$ cat config.mk
export PLATFORM = sky130hd
export DESIGN_NAME = alu_serial_rx
export DESIGN_NICKNAME = d
export VERILOG_FILES = /design/src/rtl/alu_serial_rx.sv
export SDC_FILE = /design/constraint.sdc
export NUM_CORES = 1
export LEC_CHECK = 0
export ABC_CLOCK_PERIOD_IN_PS = 6660
export CAP_MARGIN = 20
export CORE_ASPECT_RATIO = 2
export CORE_UTILIZATION = 40
export DETAILED_ROUTE_END_ITERATION = 8
export GPL_TIMING_DRIVEN = 0
export HOLD_SLACK_MARGIN = 0.06
export SYNTH_ARGS = -nofsm -noshare
export SYNTH_HDL_FRONTEND = slang
export SYNTH_SLANG_ARGS = --single-unit
$ cat constraint.sdc
create_clock -name clk -period 6.66 [get_ports clk]
set_input_delay 0.999 -clock clk [delete_from_list [all_inputs] [get_ports clk]]
set_output_delay 0.999 -clock clk [all_outputs]
set_load 0.02 [all_outputs]
$ cat src/rtl/alu_serial_rx.sv
// alu_serial_rx: single-wire command receiver in front of the ALU core.
// Collects 11-bit packets (start, type, 8 payload bits MSB first, stop),
// assembles eight DATA bytes into operands B then A, and on the closing CTL
// packet checks byte count, CRC-4 and opcode before presenting one command.
module alu_serial_rx (
  input  logic        clk,
  input  logic        rst,
  input  logic        sin,
  output logic [31:0] a_o,
  output logic [31:0] b_o,
  output logic [2:0]  op_o,
  output logic        valid_o,
  output logic        err_o,
  output logic [2:0]  err_flags_o
);

  // Opcodes the core accepts (operation_t encoding).
  localparam logic [2:0] AND_OP = 3'b000;
  localparam logic [2:0] OR_OP  = 3'b001;
  localparam logic [2:0] ADD_OP = 3'b100;
  localparam logic [2:0] SUB_OP = 3'b101;

  typedef enum logic [2:0] {
    S_IDLE    = 3'd0,
    S_TYPE    = 3'd1,
    S_PAYLOAD = 3'd2,
    S_STOP    = 3'd3,
    S_RESYNC  = 3'd4
  } state_t;

  state_t      state_q,    state_d;
  logic        type_q,     type_d;
  logic [2:0]  bit_cnt_q,  bit_cnt_d;
  logic [7:0]  payload_q,  payload_d;
  logic [3:0]  data_cnt_q, data_cnt_d;
  logic [63:0] byte_buf_q, byte_buf_d;
  logic [31:0] a_q,        a_d;
  logic [31:0] b_q,        b_d;
  logic [2:0]  op_q,       op_d;
  logic        valid_q,    valid_d;
  logic        err_q,      err_d;
  logic [2:0]  flags_q,    flags_d;

  // CRC-4, x^4+x+1, init 0, MSB first, shifted one message bit at a time.
  function automatic logic [3:0] crc4(input logic [67:0] msg);
    logic [3:0] c;
    logic       fb;
    c = 4'b0000;
    for (int i = 67; i >= 0; i--) begin
      fb = c[3] ^ msg[i];
      c  = {c[2:0], 1'b0} ^ (fb ? 4'b0011 : 4'b0000);
    end
    return c;
  endfunction

  logic [2:0] ctl_op;
  logic [3:0] ctl_crc;
  logic       crc_ok;
  logic       op_ok;

  assign ctl_op  = payload_q[6:4];
  assign ctl_crc = payload_q[3:0];
  assign crc_ok  = (crc4({byte_buf_q, 1'b1, ctl_op}) == ctl_crc);
  assign op_ok   = (ctl_op == AND_OP) || (ctl_op == OR_OP) ||
                   (ctl_op == ADD_OP) || (ctl_op == SUB_OP);

  // State register: every flop of the receiver, cleared immediately on reset.
  always_ff @(posedge clk or posedge rst) begin
    if (rst) begin
      state_q    <= S_IDLE;
      type_q     <= 1'b0;
      bit_cnt_q  <= 3'd0;
      payload_q  <= 8'd0;
      data_cnt_q <= 4'd0;
      byte_buf_q <= 64'd0;
      a_q        <= 32'd0;
      b_q        <= 32'd0;
      op_q       <= 3'd0;
      valid_q    <= 1'b0;
      err_q      <= 1'b0;
      flags_q    <= 3'd0;
    end else begin
      state_q    <= state_d;
      type_q     <= type_d;
      bit_cnt_q  <= bit_cnt_d;
      payload_q  <= payload_d;
      data_cnt_q <= data_cnt_d;
      byte_buf_q <= byte_buf_d;
      a_q        <= a_d;
      b_q        <= b_d;
      op_q       <= op_d;
      valid_q    <= valid_d;
      err_q      <= err_d;
      flags_q    <= flags_d;
    end
  end

  // Next-state logic: packet framing plus the per-packet shift/bit counter.
  always_comb begin
    state_d   = state_q;
    type_d    = type_q;
    bit_cnt_d = bit_cnt_q;
    payload_d = payload_q;
    unique case (state_q)
      S_IDLE: begin
        if (!sin) state_d = S_TYPE;
      end
      S_TYPE: begin
        type_d    = sin;
        bit_cnt_d = 3'd0;
        state_d   = S_PAYLOAD;
      end
      S_PAYLOAD: begin
        payload_d = {payload_q[6:0], sin};
        bit_cnt_d = bit_cnt_q + 3'd1;
        if (bit_cnt_q == 3'd7) state_d = S_STOP;
      end
      S_STOP: begin
        // A good stop bit returns straight to IDLE so a start bit may follow
        // with no idle gap; a bad one waits for the line to go high first.
        state_d = sin ? S_IDLE : S_RESYNC;
      end
      S_RESYNC: begin
        if (sin) state_d = S_IDLE;
      end
      default: state_d = S_IDLE;
    endcase
  end

  // Output logic: byte collection, command evaluation and the result pulses.
  always_comb begin
    data_cnt_d = data_cnt_q;
    byte_buf_d = byte_buf_q;
    a_d        = a_q;
    b_d        = b_q;
    op_d       = op_q;
    valid_d    = 1'b0;
    err_d      = 1'b0;
    flags_d    = 3'b000;
    if (state_q == S_STOP) begin
      if (!sin) begin
        // Framing error: the partial command is abandoned.
        err_d      = 1'b1;
        flags_d    = 3'b100;
        data_cnt_d = 4'd0;
      end else if (!type_q) begin
        // Only the first eight bytes are kept; the counter stops at 9 so an
        // overlong command still reads as "not eight".
        if (data_cnt_q < 4'd8) byte_buf_d = {byte_buf_q[55:0], payload_q};
        if (data_cnt_q != 4'd9) data_cnt_d = data_cnt_q + 4'd1;
      end else begin
        data_cnt_d = 4'd0;
        if (data_cnt_q != 4'd8) begin
          err_d   = 1'b1;
          flags_d = 3'b100;
        end else if (!crc_ok || !op_ok) begin
          err_d   = 1'b1;
          flags_d = {1'b0, !crc_ok, !op_ok};
        end else begin
          b_d     = byte_buf_q[63:32];
          a_d     = byte_buf_q[31:0];
          op_d    = ctl_op;
          valid_d = 1'b1;
        end
      end
    end
  end

  assign a_o         = a_q;
  assign b_o         = b_q;
  assign op_o        = op_q;
  assign valid_o     = valid_q;
  assign err_o       = err_q;
  assign err_flags_o = flags_q;

endmodule

After elaboration in Yosys (flattened, before gate mapping)
Cells that the tools add are included.
{"block": "word_totals", "elab_cells": 271, "output_inout_bits": 72, "mem_count": 0, "inputBits": 3, "regBits": 155, "latchBits": 0, "ram_bits": 0, "rom_bits": 0}
{"block": "op_classes", "n_mux": 92, "n_reduce_logical": 13, "n_addsub": 2, "magnitude_cmp": 1, "eq_ne": 15, "div_mod_pow": 0, "n_mul": 0, "shift": 0, "bitwise_logic": 136}
{"op": "XOR 4 x 2 -> 4 bit", "count": 66}
{"op": "2-to-1 mux 2 bit", "count": 69}
{"op": "XOR 1 bit", "count": 64}
{"op": "2-to-1 mux 3 bit", "count": 8}
{"op": "case mux 3 bit (5 select lines)", "count": 1}
{"op": "== test 3 bit (second input constant)", "count": 4}
{"op": "2-to-1 mux 4 bit", "count": 3}
{"op": "2-to-1 mux 1 bit", "count": 10}
{"op": "inequality test 4 bit (second input constant)", "count": 2}
{"op": "== test 3 x 1 -> 1 bit (second input constant)", "count": 2}
{"op": "== test 3 x 2 -> 1 bit (second input constant)", "count": 2}
{"op": "logical NOT 3 bit", "count": 2}
{"op": "inequality test 2 bit (second input constant)", "count": 3}
{"op": "case mux 3 bit (2 select lines)", "count": 1}
{"op": "AND reduction 5 bit", "count": 1}
{"op": "adder 4 x 1 -> 4 bit (second input constant)", "count": 1}
{"op": "== test 4 bit", "count": 1}
{"op": "logical OR 1 bit", "count": 4}
{"op": "< comparator 4 bit (second input constant)", "count": 1}
{"op": "AND reduction 4 bit", "count": 1}
{"op": "adder 3 x 1 -> 3 bit (second input constant)", "count": 1}
{"op": "inequality test 3 x 1 -> 1 bit (second input constant)", "count": 1}
{"op": "inverter 1 bit", "count": 3}
{"op": "AND reduction 3 bit", "count": 1}
{"op": "other kinds (5)", "count": 7}

Depth between registers and ports, before layout
Gate-level depths: netlist of run 1.
{"block": "depth", "ltp_word": 206, "depth_mapped": 13, "ltp_nobuf": 10}

Worst setup path before layout of run 1
OpenSTA, ideal clock, no wires.
{"block": "synth_timing", "path_kind": "reg-to-reg", "startpoint": "reg byte_buf_q[38]", "endpoint": "reg b_q[10], in the netlist b_o[10]", "t_required_ns": 6.535, "path_buffers": 2, "path_stages_with_launch": 12, "setup_slack_ns": 2.610, "t_arrival_ns": 3.926, "setup_ns": 0.125, "period_less_slack_ns": 4.050, "cell_sequence": "dfrtp_1 > xor3_1 > xnor3_1 > xor3_2 > xnor3_2 > xnor3_1 > xnor3_2 > nor4b_2 > a2111oi_4 > buf_6 > buf_6 > mux2_2"}
{"block": "synth_via", "elab_chain_cells": 77, "elab_cells_between_ends": 127, "classes_between": "1 x eq/ne; 40 x mux; 83 x bitwise; 3 x reduce/logical"}
{"element": "start, declared", "line": "36", "source": "logic [63:0] byte_buf_q, byte_buf_d;"}
{"element": "start signal, assigned", "line": "88", "source": "byte_buf_q <= byte_buf_d;"}
{"element": "XOR 1 bit (*)", "line": "50", "source": "fb = c[3] ^ msg[i];"}
{"element": "2-to-1 mux 2 bit (*)", "line": "51", "source": "c = {c[2:0], 1'b0} ^ (fb ? 4'b0011 : 4'b0000);"}
{"element": "XOR 4 x 2 -> 4 bit (*) (3 in series)", "line": "51"}
{"element": "XOR 1 bit", "line": "50"}
{"element": "2-to-1 mux 2 bit", "line": "51"}
{"element": "XOR 4 x 2 -> 4 bit (*) (3 in series)", "line": "51"}
{"element": "XOR 1 bit", "line": "50"}
{"element": "2-to-1 mux 2 bit", "line": "51"}
{"element": "(+57 left out)"}
{"element": "XOR 1 bit", "line": "50"}
{"element": "2-to-1 mux 2 bit", "line": "51"}
{"element": "XOR 4 x 2 -> 4 bit (*)", "line": "51"}
{"element": "== test 4 bit (*)", "line": "63", "source": "assign crc_ok = (crc4({byte_buf_q, 1'b1, ctl_op}) == ctl_crc);"}
{"element": "logical NOT 1 bit (*)", "line": "156", "source": "end else if (!crc_ok || !op_ok) begin"}
{"element": "logical OR 1 bit (*)", "line": "156"}
{"element": "inverter 1 bit (no line) (*)"}
{"element": "AND reduction 5 bit (no line) (*)"}
{"element": "end signal, assigned", "line": "77", "source": "b_q <= 32'd0;"}
{"element": "end signal, assigned", "line": "90", "source": "b_q <= b_d;"}
{"element": "end, declared", "line": "38", "source": "logic [31:0] b_q, b_d;"}
Every way passes the cells marked *; elsewhere a longest branch is shown, timed or not.
A chain may end at the register's enable or synchronous reset.

Worst setup path in the final report of run 1
{"block": "layout_timing", "startpoint": "reg byte_buf_q[38]", "endpoint": "reg b_q[24], in the netlist b_o[24]"}
The elaborated chain is that of the path after synthesis.

==> impl_metrics.xml, run 1 <==
<?xml version="1.0" encoding="UTF-8"?>
<metrics>
  <group name="worst_setup_path">
    <metric name="path_max_fanout" unit="">10</metric>
    <metric name="crit_arrival" unit="ns">4.79</metric>
    <metric name="critical_path_class" unit="">reg2reg</metric>
    <metric name="worst_setup_path_end_kind" unit="">flop</metric>
    <metric name="worstPathRequired" unit="ns">6.96</metric>
    <metric name="timing.rr.start" unit="">byte_buf_q[38]</metric>
    <metric name="startpoint_type" unit="">flop</metric>
    <metric name="crit_path_start" unit="">byte_buf_q[38]</metric>
  </group>
  <group name="sta">
    <metric name="worst-slew-pin-transition" unit="ns">0.684</metric>
    <metric name="min_period_over_period" unit="%">67.4</metric>
    <metric name="fin_skew" unit="ns">0.0131</metric>
    <metric name="timing.max_slew.rel_slack" unit="%">54.4</metric>
    <metric name="fin_tns_setup" unit="ns">0</metric>
    <metric name="hold_viol_final" unit="">0</metric>
    <metric name="min_period" unit="ns">4.49</metric>
    <metric name="report.final.setup_viol" unit="">0</metric>
    <metric name="clock.fmax" unit="MHz">223</metric>
    <metric name="timing_max_transition_violations_final" unit="">0</metric>
    <metric name="rsz0062_at_grt" unit="">no</metric>
  </group>
  <group name="clock_tree">
    <metric name="cts-root-buf" unit="">sky130_fd_sc_hd__clkbuf_16</metric>
    <metric name="clock-sinks" unit="">155</metric>
    <metric name="htree_num_levels" unit="">4</metric>
    <metric name="tritoncts.num_buffers" unit="">17</metric>
    <metric name="cts_resized" unit="">0</metric>
    <metric name="post_cts_buffers" unit="">0</metric>
    <metric name="clk-insertion-delay-late" unit="ns">0.43</metric>
    <metric name="clockBufferDepth" unit="">2</metric>
    <metric name="worst_setup_hold_path_clk_slew" unit="ns">0.06</metric>
    <metric name="cts_tree" unit="">built</metric>
    <metric name="cts_hold_buf" unit="">0</metric>
  </group>
  <group name="floorplan">
    <metric name="start_util" unit="%">41.3</metric>
    <metric name="rows" unit="">68</metric>
    <metric name="dieHeight" unit="um">191</metric>
    <metric name="die_area" unit="um^2">18500</metric>
    <metric name="top_level_ports" unit="">75</metric>
    <metric name="dieWidth" unit="um">96.6</metric>
    <metric name="fp.coreArea" unit="um^2">17400</metric>
  </group>
  <group name="pwr">
    <metric name="comb_power_share" unit="%">48.5</metric>
    <metric name="power.ir.vdd_worst" unit="mV">0.615</metric>
    <metric name="netSwitchingPower" unit="uW">1680</metric>
    <metric name="p_sw_share" unit="%">38.9</metric>
    <metric name="p_leak" unit="uW">0.00418</metric>
    <metric name="clock_power_share" unit="%">23.6</metric>
    <metric name="power_per_cell_area" unit="nW/um^2">490</metric>
    <metric name="seq_power_share" unit="%">27.8</metric>
    <metric name="internal-power" unit="uW">2640</metric>
  </group>
  <group name="synth">
    <metric name="synth_simple_gate_area_share" unit="%">3.63</metric>
    <metric name="ys_seq_elements" unit="">155</metric>
    <metric name="ys.flop_type" unit="">sky130_fd_sc_hd__dfrtp_1</metric>
    <metric name="synth_compound_gate_area_share" unit="%">2.06</metric>
    <metric name="sequential_area_share_after_synthesis" unit="%">54.1</metric>
    <metric name="postSynth.asyncResetShare" unit="%">100</metric>
    <metric name="mappedNetlistNets" unit="">491</metric>
    <metric name="synth.distinct_cells" unit="">40</metric>
    <metric name="post_synthesis_cell_area" unit="um^2">7160</metric>
    <metric name="synth_top_family_by_area" unit="">multiplexers</metric>
    <metric name="yosys-mux-area-fraction" unit="%">21.7</metric>
    <metric name="netlist_instances" unit="">483</metric>
    <metric name="post_synth_fa_ha_maj_area_fraction" unit="%">0.873</metric>
    <metric name="synthXorXnorAreaFrac" unit="%">15.9</metric>
    <metric name="synth-edff-count" unit="">0</metric>
    <metric name="ys.warnings.count" unit="">0</metric>
    <metric name="mean_cell_area_of_the_mapped_netlist" unit="um^2">14.8</metric>
  </group>
  <group name="run">
    <metric name="cap_violations" unit="">0</metric>
  </group>
  <group name="detailed_routing">
    <metric name="routed_wire_length_per_instance" unit="um">19.6</metric>
    <metric name="drt-initial-drc-count" unit="">79</metric>
    <metric name="detailroute.via_count" unit="">4059</metric>
    <metric name="drt-total-wl" unit="um">15700</metric>
    <metric name="vias_per_cell" unit="">5.09</metric>
    <metric name="drt.antenna.violating_nets" unit="">0</metric>
    <metric name="drtPass1Iterations" unit="">4</metric>
    <metric name="drc" unit="">0</metric>
  </group>
  <group name="global_route">
    <metric name="grt_antenna_before_repair" unit="">0</metric>
    <metric name="total_global_route_track_usage" unit="%">18.2</metric>
    <metric name="grt_pass1_wl" unit="um">25400</metric>
    <metric name="via_count_of_the_first_global_routing_pass" unit="">4457</metric>
    <metric name="grt_max_degree" unit="">91</metric>
    <metric name="gr-total-overflow" unit="">0</metric>
  </group>
  <group name="worst_hold_path">
    <metric name="hp-start" unit="">bit_cnt_q[0]</metric>
    <metric name="min_path_type" unit="">reg2reg</metric>
  </group>
  <group name="cells_and_area">
    <metric name="layout-area-overhead-vs-synth" unit="%">23.0</metric>
    <metric name="final_cell_mix" unit="">sky130_fd_sc_hd__dfrtp_1 (155), sky130_fd_sc_hd__mux2_2 (133), sky130_fd_sc_hd__clkdlybuf4s50_1 (74), sky130_fd_sc_hd__xnor2_1 (55), sky130_fd_sc_hd__xnor3_1 (18)</metric>
    <metric name="layout.core_utilization" unit="%">50.8</metric>
    <metric name="final_layout_size_suffix_gt1_share" unit="%">30.3</metric>
    <metric name="antenna_diode_count" unit="">0</metric>
    <metric name="multi_input_comb_area" unit="um^2">3160</metric>
    <metric name="final_common_cell" unit="">sky130_fd_sc_hd__dfrtp_1</metric>
    <metric name="fillers" unit="">1546</metric>
    <metric name="ff_latch_area" unit="um^2">3880</metric>
    <metric name="nNetsFinal" unit="">585</metric>
  </group>
  <group name="place">
    <metric name="port-buffer-count" unit="">74</metric>
    <metric name="place.gp.congestion" unit="">0.793</metric>
    <metric name="total_half_perimeter_wirelength_after_legalization_and_detailed_placement" unit="um">11500</metric>
  </group>
  <group name="run_status">
    <metric name="status" unit="">complete, no violations</metric>
  </group>
</metrics>
## metal layers
layer  track usage, %  up-vias  wire length (um)
met5                0        -                 0
met4             6.72        0               289
met3             3.14       23               315
met2             35.6       57              9290
met1             19.1     2104              5780
li1                 -     1875                 -
## registers in the layout, indices dropped and copies added (netlist names), 3 cells and up
name	count
bit_cnt_q	3
err_flags_o	3
b_o	32
byte_buf_q	64
data_cnt_q	4
payload_q	8
state_q	3
op_o	3
a_o	32
## path summary, 6_finish.rpt
kind / slack [ns] / end / cells past startpoint
max in group asynchronous: 4.77 / b_o[25] / 3
min: 0.48 / bit_cnt_q[0] / 1
max: 2.17 / b_o[24] / 11
min in group asynchronous: 1.03 / op_o[1] / 2
max reg2reg: 2.17 / b_o[24] / 11
min reg2reg: 0.48 / bit_cnt_q[0] / 1
## per-stage QoR
step	area (um^2)	total power [uW]	setup WS, ns	cells	hold slack, ns
detailed placement	8200	3280	2.16	768	0.477
global route	8810	4570	2.02	798	0.520
floorplan	7160	2880	1.48	483	0.446
CTS	8810	4320	2.15	798	0.485
finish	8810	4320	2.17	798	0.484
global placement	8170	3180	-0.411	767	0.461
## area by class of cell
class                      count  area share, %
timing repair buffer          75           8.72
multi-input combinational    304           35.9
buffer                        18           1.15
tap                          210           2.98
clock buffer                  18           4.98
sequential                   155           44.0
clock inverter                12           1.97
inverter                       6          0.312
## worst max-delay path, cell delays in order, from the launching register on
cell	delay, ns
sky130_fd_sc_hd__dfrtp_1	0.46
sky130_fd_sc_hd__xor3_1	0.43
sky130_fd_sc_hd__xnor3_1	0.40
sky130_fd_sc_hd__xor3_2	0.47
sky130_fd_sc_hd__xnor3_2	0.41
sky130_fd_sc_hd__xnor3_1	0.43
sky130_fd_sc_hd__xnor3_2	0.34
sky130_fd_sc_hd__nor4b_2	0.21
sky130_fd_sc_hd__a2111oi_4	0.43
sky130_fd_sc_hd__buf_6	0.26
sky130_fd_sc_hd__buf_6	0.17
sky130_fd_sc_hd__mux2_2	0.34
## cell usage after synthesis (4+ instances only)
master                       n  share of area [%]
sky130_fd_sc_hd__a21oi_1     4               0.28
sky130_fd_sc_hd__buf_6       4               0.63
sky130_fd_sc_hd__clkbuf_1   11               0.58
sky130_fd_sc_hd__dfrtp_1   155                 54
sky130_fd_sc_hd__ha_1        5               0.87
sky130_fd_sc_hd__inv_1       6               0.31
sky130_fd_sc_hd__mux2_1      4               0.63
sky130_fd_sc_hd__mux2_2    133                 21
sky130_fd_sc_hd__nand2_1     8               0.42
sky130_fd_sc_hd__nand3_1     5               0.35
sky130_fd_sc_hd__nor2_1     12               0.63
sky130_fd_sc_hd__nor3_1      4               0.28
sky130_fd_sc_hd__o21ai_0     8               0.56
sky130_fd_sc_hd__xnor2_1    55                6.7
sky130_fd_sc_hd__xnor3_1    18                5.7
sky130_fd_sc_hd__xor2_1     15                1.8
## logic make-up (layout without fill, tap and decap cells)
kind of cell | Yosys count | count (layout)
buffers and inverters | 24 | 129
xor gates and xnor gates | 93 | 93
and+or+nand+nor | 48 | 48
AOI/OAI and AO/OA | 20 | 20
adders and majority gates | 5 | 5
muxes | 138 | 138
DFF | 155 | 155
## power groups by stage
stage                     Combinational [uW]  Sequential (uW)  Clock, uW
after CTS                               2080             1210       1040
after detailed placement                2060             1220          0
final                                   2100             1200       1020
after global routing                    2270             1220       1080
after global placement                  1960             1220          0
after floorplan                         1720             1160          0
(Power assumes the default switching activity.)
==> run 2: changes to the inputs <==
- ABC_CLOCK_PERIOD_IN_PS: 6660 -> 4300
- clock period: 6.66 -> 4.3 ns (I/O delays scaled with it)
==> run 2 against run 1 <==
  * Clock-buffer cell count shrank 1
  * Clock power increased by 42%
  * Sequential power is 55% higher
  * Total power grew 67%
  * Worst setup slack worse by 2.0 ns
  * Combinational power up 87%
  * Maximum frequency increased by 7.6%
==> impl_metrics.xml, run 2 (synthesis results as in run 1) <==
<?xml version="1.0" encoding="UTF-8"?>
<metrics>
  <group name="sta">
    <metric name="timing.max_slew.rel_slack" unit="%">38.7</metric>
    <metric name="whs" unit="ns">0.480</metric>
    <metric name="clock.fmax" unit="MHz">240</metric>
    <metric name="min_period" unit="ns">4.17</metric>
    <metric name="fin_skew" unit="ns">0.00784</metric>
    <metric name="min_period_over_period" unit="%">97.0</metric>
    <metric name="fin_tns_setup" unit="ns">0</metric>
    <metric name="report.final.setup_viol" unit="">0</metric>
    <metric name="worst-slew-pin-transition" unit="ns">0.918</metric>
    <metric name="hold_viol_final" unit="">0</metric>
    <metric name="timing_max_transition_violations_final" unit="">0</metric>
  </group>
  <group name="pwr">
    <metric name="power.ir.vdd_worst" unit="mV">0.828</metric>
    <metric name="p_leak" unit="uW">0.00422</metric>
    <metric name="power_per_cell_area" unit="nW/um^2">812</metric>
  </group>
  <group name="global_route">
    <metric name="via_count_of_the_first_global_routing_pass" unit="">4487</metric>
    <metric name="grt_antenna_before_repair" unit="">0</metric>
    <metric name="grt_pass1_wl" unit="um">25200</metric>
    <metric name="total_global_route_track_usage" unit="%">18.1</metric>
    <metric name="gr-total-overflow" unit="">0</metric>
    <metric name="grt_max_degree" unit="">44</metric>
  </group>
  <group name="worst_setup_path">
    <metric name="worstPathRequired" unit="ns">4.61</metric>
    <metric name="startpoint_type" unit="">flop</metric>
    <metric name="crit_arrival" unit="ns">4.48</metric>
    <metric name="crit_path_start" unit="">byte_buf_q[38]</metric>
    <metric name="timing.rr.start" unit="">byte_buf_q[38]</metric>
    <metric name="path_max_fanout" unit="">10</metric>
    <metric name="critical_path_class" unit="">reg2reg</metric>
    <metric name="worst_setup_path_end_kind" unit="">flop</metric>
  </group>
  <group name="floorplan">
    <metric name="rows" unit="">68</metric>
    <metric name="fp.coreArea" unit="um^2">17400</metric>
    <metric name="start_util" unit="%">41.3</metric>
    <metric name="die_area" unit="um^2">18500</metric>
    <metric name="dieHeight" unit="um">191</metric>
    <metric name="top_level_ports" unit="">75</metric>
    <metric name="dieWidth" unit="um">96.6</metric>
  </group>
  <group name="place">
    <metric name="place.gp.congestion" unit="">0.774</metric>
    <metric name="place_inst" unit="">770</metric>
    <metric name="total_half_perimeter_wirelength_after_legalization_and_detailed_placement" unit="um">11500</metric>
    <metric name="port-buffer-count" unit="">74</metric>
    <metric name="dpl-instance-area" unit="um^2">8230</metric>
  </group>
  <group name="cells_and_area">
    <metric name="layout-area-overhead-vs-synth" unit="%">24.2</metric>
    <metric name="largest_register_ff_count" unit="">64</metric>
    <metric name="final_layout_size_suffix_gt1_share" unit="%">33.0</metric>
    <metric name="top_register" unit="">byte_buf_q</metric>
    <metric name="final_cell_mix" unit="">sky130_fd_sc_hd__dfrtp_1 (154), sky130_fd_sc_hd__mux2_2 (133), sky130_fd_sc_hd__clkdlybuf4s50_1 (74), sky130_fd_sc_hd__xnor2_1 (52)</metric>
    <metric name="final-instance-count-excl-fill" unit="">807</metric>
    <metric name="nNetsFinal" unit="">592</metric>
    <metric name="antenna_diode_count" unit="">0</metric>
    <metric name="final_cell_area" unit="um^2">8890</metric>
    <metric name="final_common_cell" unit="">sky130_fd_sc_hd__dfrtp_1</metric>
  </group>
  <group name="detailed_routing">
    <metric name="drtPass1Iterations" unit="">4</metric>
    <metric name="drt.antenna.violating_nets" unit="">0</metric>
    <metric name="routed_wire_length_per_instance" unit="um">19.5</metric>
    <metric name="drc" unit="">0</metric>
    <metric name="drt-total-wl" unit="um">15700</metric>
    <metric name="detailroute.via_count" unit="">4076</metric>
    <metric name="drt-initial-drc-count" unit="">66</metric>
    <metric name="vias_per_cell" unit="">5.05</metric>
  </group>
  <group name="worst_hold_path">
    <metric name="min_path_type" unit="">reg2reg</metric>
    <metric name="hp-start" unit="">bit_cnt_q[0]</metric>
  </group>
  <group name="clock_tree">
    <metric name="clockBufferDepth" unit="">2</metric>
    <metric name="htree_num_levels" unit="">4</metric>
    <metric name="clk-insertion-delay-late" unit="ns">0.43</metric>
    <metric name="cts-root-buf" unit="">sky130_fd_sc_hd__clkbuf_16</metric>
    <metric name="tritoncts.num_buffers" unit="">17</metric>
    <metric name="clock-sinks" unit="">155</metric>
    <metric name="worst_setup_hold_path_clk_slew" unit="ns">0.07</metric>
    <metric name="cts_tree" unit="">built</metric>
  </group>
  <group name="run_status">
    <metric name="status" unit="">complete, no violations</metric>
  </group>
  <group name="run">
    <metric name="cap_violations" unit="">0</metric>
  </group>
</metrics>
-- run 2: cell count changes in the layout (fill, tap and decap cells not counted), sizes merged --
cell    previous run  this run
buf                8        16
inv                6        10
bufinv             4         1
clkbuf            29        27
clkinv             4         6
-- run 2: area by class of cell --
class,instances,area (um^2)
Buffer,17,104
Clock buffer,17,425
Clock inverter,15,141
Fill cell,1561,8460
Inverter,6,26.3
Multi-Input combinational cell,304,3210
Sequential cell,155,3880
Tap cell,210,263
Timing Repair Buffer,83,846
-- run 2: repair_timing --
item | 4_1_cts | 5_1_grt
hold buffers | 0 | 0
buffers inserted | 4 | 2
pin swaps | 3 | 1
endpoints found under the setup margin | 66 | 69
resized for setup | 6 | 5
-- run 2: path summary, 6_finish.rpt --
kind                                end  depth (start not counted)  slack [ns]
setup / recovery                b_o[14]                         12        0.13
hold / removal             bit_cnt_q[0]                          1        0.48
setup reg to reg                b_o[14]                         12        0.13
hold reg to reg            bit_cnt_q[0]                          1        0.48
max in group asynchronous       b_o[26]                          4        2.59
min in group asynchronous       a_o[27]                          2        0.76
-- run 2: power breakdown --
group / leakage (uW) / switching [uW] / internal (uW) / total [uW]
sequential: 0.00213 / 227 / 1630 / 1860
combinational: 0.00182 / 1980 / 1940 / 3920
clock: 0.000271 / 641 / 806 / 1450
total: 0.00422 / 2850 / 4370 / 7220
-- run 2: worst max-delay path: stages (launching register included) --
cell                        delay (ns)
sky130_fd_sc_hd__dfrtp_2          0.46
sky130_fd_sc_hd__xor3_1           0.38
sky130_fd_sc_hd__xnor3_1          0.37
sky130_fd_sc_hd__xor3_2           0.47
sky130_fd_sc_hd__xnor3_2          0.43
sky130_fd_sc_hd__xnor3_2          0.29
sky130_fd_sc_hd__xnor3_2          0.31
sky130_fd_sc_hd__buf_4            0.17
sky130_fd_sc_hd__a2111oi_4        0.28
sky130_fd_sc_hd__buf_4            0.20
sky130_fd_sc_hd__buf_8            0.17
sky130_fd_sc_hd__buf_6            0.17
sky130_fd_sc_hd__mux2_2           0.34
-- run 2: layer usage --
metal / global-route usage (%) / vias up / routed length [um] / share of wire [%]
met1: 19.3 / 2087 / 5920 / 38
li1: - / 1894 / - / -
met2: 34.5 / 72 / 9060 / 58
met4: 8.38 / 0 / 411 / 2.6
met3: 3.00 / 23 / 324 / 2.1
met5: 0 / - / 0 / 0
-- run 2: metrics by stage --
| stage | setup slack, ns | power (uW) | utilization (%) |
|---|---|---|---|
| 6_report | 0.129 | 7220 | 51.2 |
| 5_1_grt | -0.00369 | 7660 | 51.2 |
| 4_1_cts | 0.0131 | 6760 | 51.0 |
| 3_5_place_dp | -0.220 | 4980 | 47.4 |
| 3_3_place_gp | -0.138 | 4870 | 47.1 |
| 2_1_floorplan | 0.250 | 4430 | - |
==> variant 1 (settings of run 2) <==
Put one more register stage on the output `a_o`, cleared by the reset. The value now appears one clock later. The other outputs are not delayed to match.
--- a/src/rtl/alu_serial_rx.sv
+++ b/src/rtl/alu_serial_rx.sv
@@ -167,5 +167,11 @@
   end
 
-  assign a_o         = a_q;
+  always_ff @(posedge clk or posedge rst) begin
+    if (rst) begin
+      a_o <= '0;
+    end else begin
+      a_o <= a_q;
+    end
+  end
   assign b_o         = b_q;
   assign op_o        = op_q;
Behaviour: same outputs for any inputs over 4 cycles, from zero or initial values and one cycle with rst high; that may be too few to reach the edited logic, so the function may still have changed.
==> variant 1 against run 2 <==
Sequential cell count grew 32; worst hold slack worse by 0.11 ns; worst setup slack gained 0.073 ns; via count up 0.74%; total power grew 5.4%; clock power up 6%; first-iteration DRC count is 17% higher; area after synthesis is 10% higher; wire length increased by 0.80%; non-clock buffer count down 6; design area is 8.4% higher; critical path type unchanged; largest cell class unchanged.
==> variant 1: results (changes against run 2) <==
| Metric | Value |
|---|---|
| Status | complete, no violations |
| Slowest cell on crit path | xnor3_1 |
| Lkg Pwr | 4.605 nW (+9.1%) |
| Root buf cell | clkbuf_16 |
| Routability cong. | 0.7558 (-2.3%) |
| Mux share of post-synthesis cell area | 0.1966 (-0.02012) |
| Compound-Gate Fraction of Synth Area | 0.01789 (-0.002720) |
| Total power draw | 7.613 mW (+5.4%) |
| Crit-path max cell delay | 0.51 ns (+0.04 ns) |
| Final #Nets | 606 (+2.4%) |
| Worst-Margin Slew | 0.6416 ns (-0.2765 ns) |
| Gates resized, CTS repair | 1 (-5) |
| Gr usage total | 0.1743 (-0.007160) |
| DRT iter0 DRCs | 77 (+17%) |
| Mapped Cells | 501 (+3.7%) |
| Final WL | 15.84 mm (+0.80%) |
| Sw power | 2.501 mW (-12%) |
| Syn Nets | 509 (+3.7%) |
| Grt met1 use | 0.2018 (+0.008740) |
| Post-Place Cell Area | 9052 um^2 (+10%) |
| Main synth FF type | dfrtp_1 |
| Post-route cell area | 9646 um^2 (+8.4%) |
| Most frequent cells after synthesis | dfrtp_1 (187), mux2_2 (118), xnor2_1 (61) |
| Fill cell count | 1704 (+9.2%) |
| Share of cells above drive strength 1 | 0.2782 (-0.05175) |
| First-pass GRT wire length | 26.21 mm (+3.9%) |
| Synth Area in XOR/XNOR | 0.1504 (-0.008536) |
| Setup Skew | 0.009453 ns (+0.001616 ns) |
| Largest net degree at the start of global routing | 43 (-2.3%) |
| Top post-synthesis cells by area | dfrtp_1 (59%), mux2_2 (17%), xnor2_1 (6.8%) |
| Seq/Total Area, Yosys | 0.5921 (+0.05066) |
| Seq pwr share | 0.287 (+0.030) |
| Met3 Usage GRT | 0.02960 (-0.0003856) |
| Placed cells | 838 (+8.8%) |
| Detail Placement HPWL | 11.59 mm (+0.68%) |
| Max IR drop VDD | 0.0009190 V (+11%) |
| GRT met2 Usage | 0.3156 (-0.02893) |
| Vias in the first global route | 4612 (+2.8%) |
| Pre-CTS setup slack | -0.07894 ns (+0.1408 ns) |
| Worst path arrival time | 4.41 ns (-0.07 ns) |
[variant 1: layout make-up]
type / count / area share
Buffer: 16 / 0.008691
Tap cell: 259 / 0.03360
Multi-Input combinational cell: 292 / 0.3248
Clock inverter: 13 / 0.01505
Sequential cell: 187 / 0.4851
Inverter: 6 / 0.002724
Timing Repair Buffer: 78 / 0.08510
Clock buffer: 19 / 0.04488
[variant 1: path summary, 6_finish.rpt]
kind                                start        endpoint  slack, ns  cells after the start
setup / recovery           byte_buf_q[58]          b_o[0]       0.20                     11
setup reg to reg           byte_buf_q[58]          b_o[0]       0.20                     11
max in group asynchronous             rst  byte_buf_q[39]       2.48                      5
min in group asynchronous             rst          a_q[9]       0.64                      2
hold / removal                     a_q[0]          a_o[0]       0.37                      0
hold reg to reg                    a_q[0]          a_o[0]       0.37                      0
[variant 1: per-layer routing]
layer,vias up,routed length [um]
met5,-,0
met4,0,292
met3,18,301
met2,64,9022
met1,2095,6225
li1,1929,-
==> variant 2 (config.mk and constraints of run 2) <==
Made on the original files. Remove the register `valid_q`: a continuous assignment takes its place, so the output `valid_o` follows one clock earlier.
--- a/src/rtl/alu_serial_rx.sv
+++ b/src/rtl/alu_serial_rx.sv
@@ -77,5 +77,4 @@
       b_q        <= 32'd0;
       op_q       <= 3'd0;
-      valid_q    <= 1'b0;
       err_q      <= 1'b0;
       flags_q    <= 3'd0;
@@ -90,9 +89,10 @@
       b_q        <= b_d;
       op_q       <= op_d;
-      valid_q    <= valid_d;
       err_q      <= err_d;
       flags_q    <= flags_d;
     end
   end
+
+  assign valid_q = valid_d;
 
   // Next-state logic: packet framing plus the per-packet shift/bit counter.
Check against the original RTL: same outputs for any inputs over 10 cycles, from zero or initial values and one cycle with rst high; that may be too few to reach the edited logic, so the function may still have changed.
==> variant 2 against run 2 <==
The run now ends with setup timing left; sequential cell count fell by 1; core utilization grew 0.93 points; wire length rose by 2.3%; global-route usage rose by 1.2 points; worst setup slack got worse by 0.14 ns; largest cell class unchanged; area after synthesis fell by 0.35%; largest power group unchanged; cell count grew 0.87%; design area is 1.8% higher; worst hold slack improved by 0.0093 ns; critical path type is now flop to output port; via count up 2.2%; total power is 8.8% higher.
==> variant 2: results (changes against run 2) <==
| Metric | Value |
|---|---|
| Mean Syn Cell Area | 14.81 um^2 (-0.14%) |
| Final #Nets | 600 (+1.4%) |
| Non-Filler Instances | 814 (+0.87%) |
| IO buf count | 74 (unchanged) |
| Pre-CTS setup slack | -0.5742 ns (-0.3544 ns) |
| Worst skew pair latency | 0.43 ns (about the same) |
| Main synth FF type | dfrtp_1 |
| Gr usage total | 0.1931 (+0.01162) |
| Syn Nets | 490 (-0.20%) |
| DR vias | 4166 (+2.2%) |
| Mux share of post-synthesis cell area | 0.2175 (+0.0007597) |
| Top post-synthesis cells by area | dfrtp_1 (54%), mux2_2 (21%), xnor2_1 (6.7%) |
| Internal power | 4.775 mW (+9.2%) |
| Seq/Total Area, Yosys | 0.5398 (-0.001607) |
| Compound-Gate Fraction of Synth Area | 0.02068 (+0.00007223) |
| CP max FO | 6 (-4) |
| First-pass GRT wire length | 25.70 mm (+1.9%) |
| Share of cells above drive strength 1 | 0.3659 (+0.03591) |
| Synth Area in Adders | 0.008763 (+0.00003061) |
| Slowest cell on crit path | xor3_2 |
| Grt met1 use | 0.2074 (+0.01430) |
| Ys async rst share | 1.000 (unchanged) |
| Placed cells | 770 (unchanged) |
| Final setup violation count | 1 (+1) |
| Final worst setup slack | -0.01109 ns (-0.1399 ns) |
| Lkg Pwr | 4.294 nW (+1.7%) |
| Most frequent cells after synthesis | dfrtp_1 (154), mux2_2 (133), xnor2_1 (55) |
| Reg2Reg Depth | 12 (unchanged) |
| WL per Instance | 19.75 um (+1.4%) |
| Failing checks | setup timing |
| Ant. Diodes | 0 (unchanged) |
| Yosys cell types | 40 (unchanged) |
| Worst Hold End | b_o[0] |
| Vias in the first global route | 4556 (+1.5%) |
| Largest net degree at the start of global routing | 42 (-4.5%) |
| Max FFs per register | 64 (unchanged) |
| Setup Skew | 0.009854 ns (+0.002018 ns) |
| Status | finished with violations |
| Reg2Reg Setup Slack | 0.15 ns (+0.02 ns) |
| Synth warn | 0 (unchanged) |
| Worst Hold Class | flop to flop |
| TritonRoute pass-1 iters | 4 (unchanged) |
| Hold_sp | b_o[0] |
| Max-cap viol count | 0 (unchanged) |
| Detail Placement HPWL | 11.89 mm (+3.3%) |
| GRT met2 Usage | 0.3659 (+0.02140) |
| Met3 Usage GRT | 0.02983 (-0.0001488) |
| Routability cong. | 0.7881 (+1.9%) |
| CP top delay family | XOR/XNOR gates |
| Root buf cell | clkbuf_16 |
| Hold path cells | 1 (unchanged) |
| Initial antenna violation count | 0 (unchanged) |
| # H-tree levels | 4 (unchanged) |
| Crit Reg-Reg Endpoint | b_o[24] |
| Synth Area in XOR/XNOR | 0.1595 (+0.0005570) |
| Worst path arrival time | 3.67 ns (-0.81 ns) |
| DRT iter0 DRCs | 108 (+64%) |
| Max IR drop VDD | 0.0009165 V (+11%) |
| Worst-Margin Slew | 0.7296 ns (-0.1886 ns) |
variant 2: worst max path at each step:
stage | startpoint | to | slack [ns] | cells after the start
after CTS | byte_buf_q[63] | valid_o | -0.04 | 9
after detailed placement | byte_buf_q[38] | valid_o | -0.57 | 10
after floorplan | byte_buf_q[38] | valid_o | 0.06 | 9
after global placement | byte_buf_q[38] | valid_o | -0.53 | 10
final | byte_buf_q[38] | valid_o | -0.01 | 10
after global routing | byte_buf_q[32] | valid_o | -0.14 | 10
variant 2: through the flow:
stage,hold WS [ns],TNS (ns),utilization,instance area (um^2)
2_1_floorplan,0.4461,0,-,7143
3_3_place_gp,0.4597,-6.223,0.4694,8147
3_5_place_dp,0.4802,-10.64,0.4740,8227
4_1_cts,0.4981,-0.03985,0.5209,9041
5_1_grt,0.5122,-0.1358,0.5218,9056
6_report,0.4897,-0.01109,0.5218,9056
variant 2: layout make-up:
type / instances / area, um^2
Fill cell: 1547 / 8300
Sequential cell: 154 / 3862
Multi-Input combinational cell: 304 / 3271
Timing Repair Buffer: 92 / 923.4
Clock buffer: 21 / 470.5
Tap cell: 210 / 262.8
Clock inverter: 10 / 142.6
Buffer: 17 / 97.59
Inverter: 6 / 26.28
variant 2: power by group through the flow:
stage	Clock [mW]	Sequential, mW	Combinational [mW]
CTS	1.59	1.86	4.21
finish	1.55	1.85	4.46
floorplan	0	1.78	2.64
detailed placement	0	1.88	3.12
global route	1.64	1.88	4.80
global placement	0	1.87	2.96
variant 2: per-layer routing:
metal	routed length, um	vias up
li1	-	1912
met1	5871	2168
met2	9549	64
met3	337	22
met4	315	0
met5	0	-
variant 2: cell families after synthesis:
logic type,count (synthesis)
buffers and inverters,24
and+or+nand+nor,48
DFF,154
adders and majority gates,5
AOI/OAI and AO/OA,20
muxes,138
xor gates and xnor gates,93
variant 2: worst reg2reg max path, cell delays in order (launching register included):
cell and delay, ns:
dfrtp_2 0.42, xor3_1 0.38, xnor3_1 0.37, xor3_2 0.46
xnor3_2 0.28, xnor3_2 0.27, xnor3_2 0.31, buf_4 0.19
nor4b_2 0.17, a2111oi_4 0.41, buf_6 0.26, buf_6 0.17
mux2_2 0.35
variant 2: repair_timing:
action                                  in CTS  in global routing
resized for setup                           30                  3
pin swaps                                   14                  5
endpoints found under the setup margin      67                 54
buffers inserted                            14                  0
endpoints found under the hold margin        0                  0
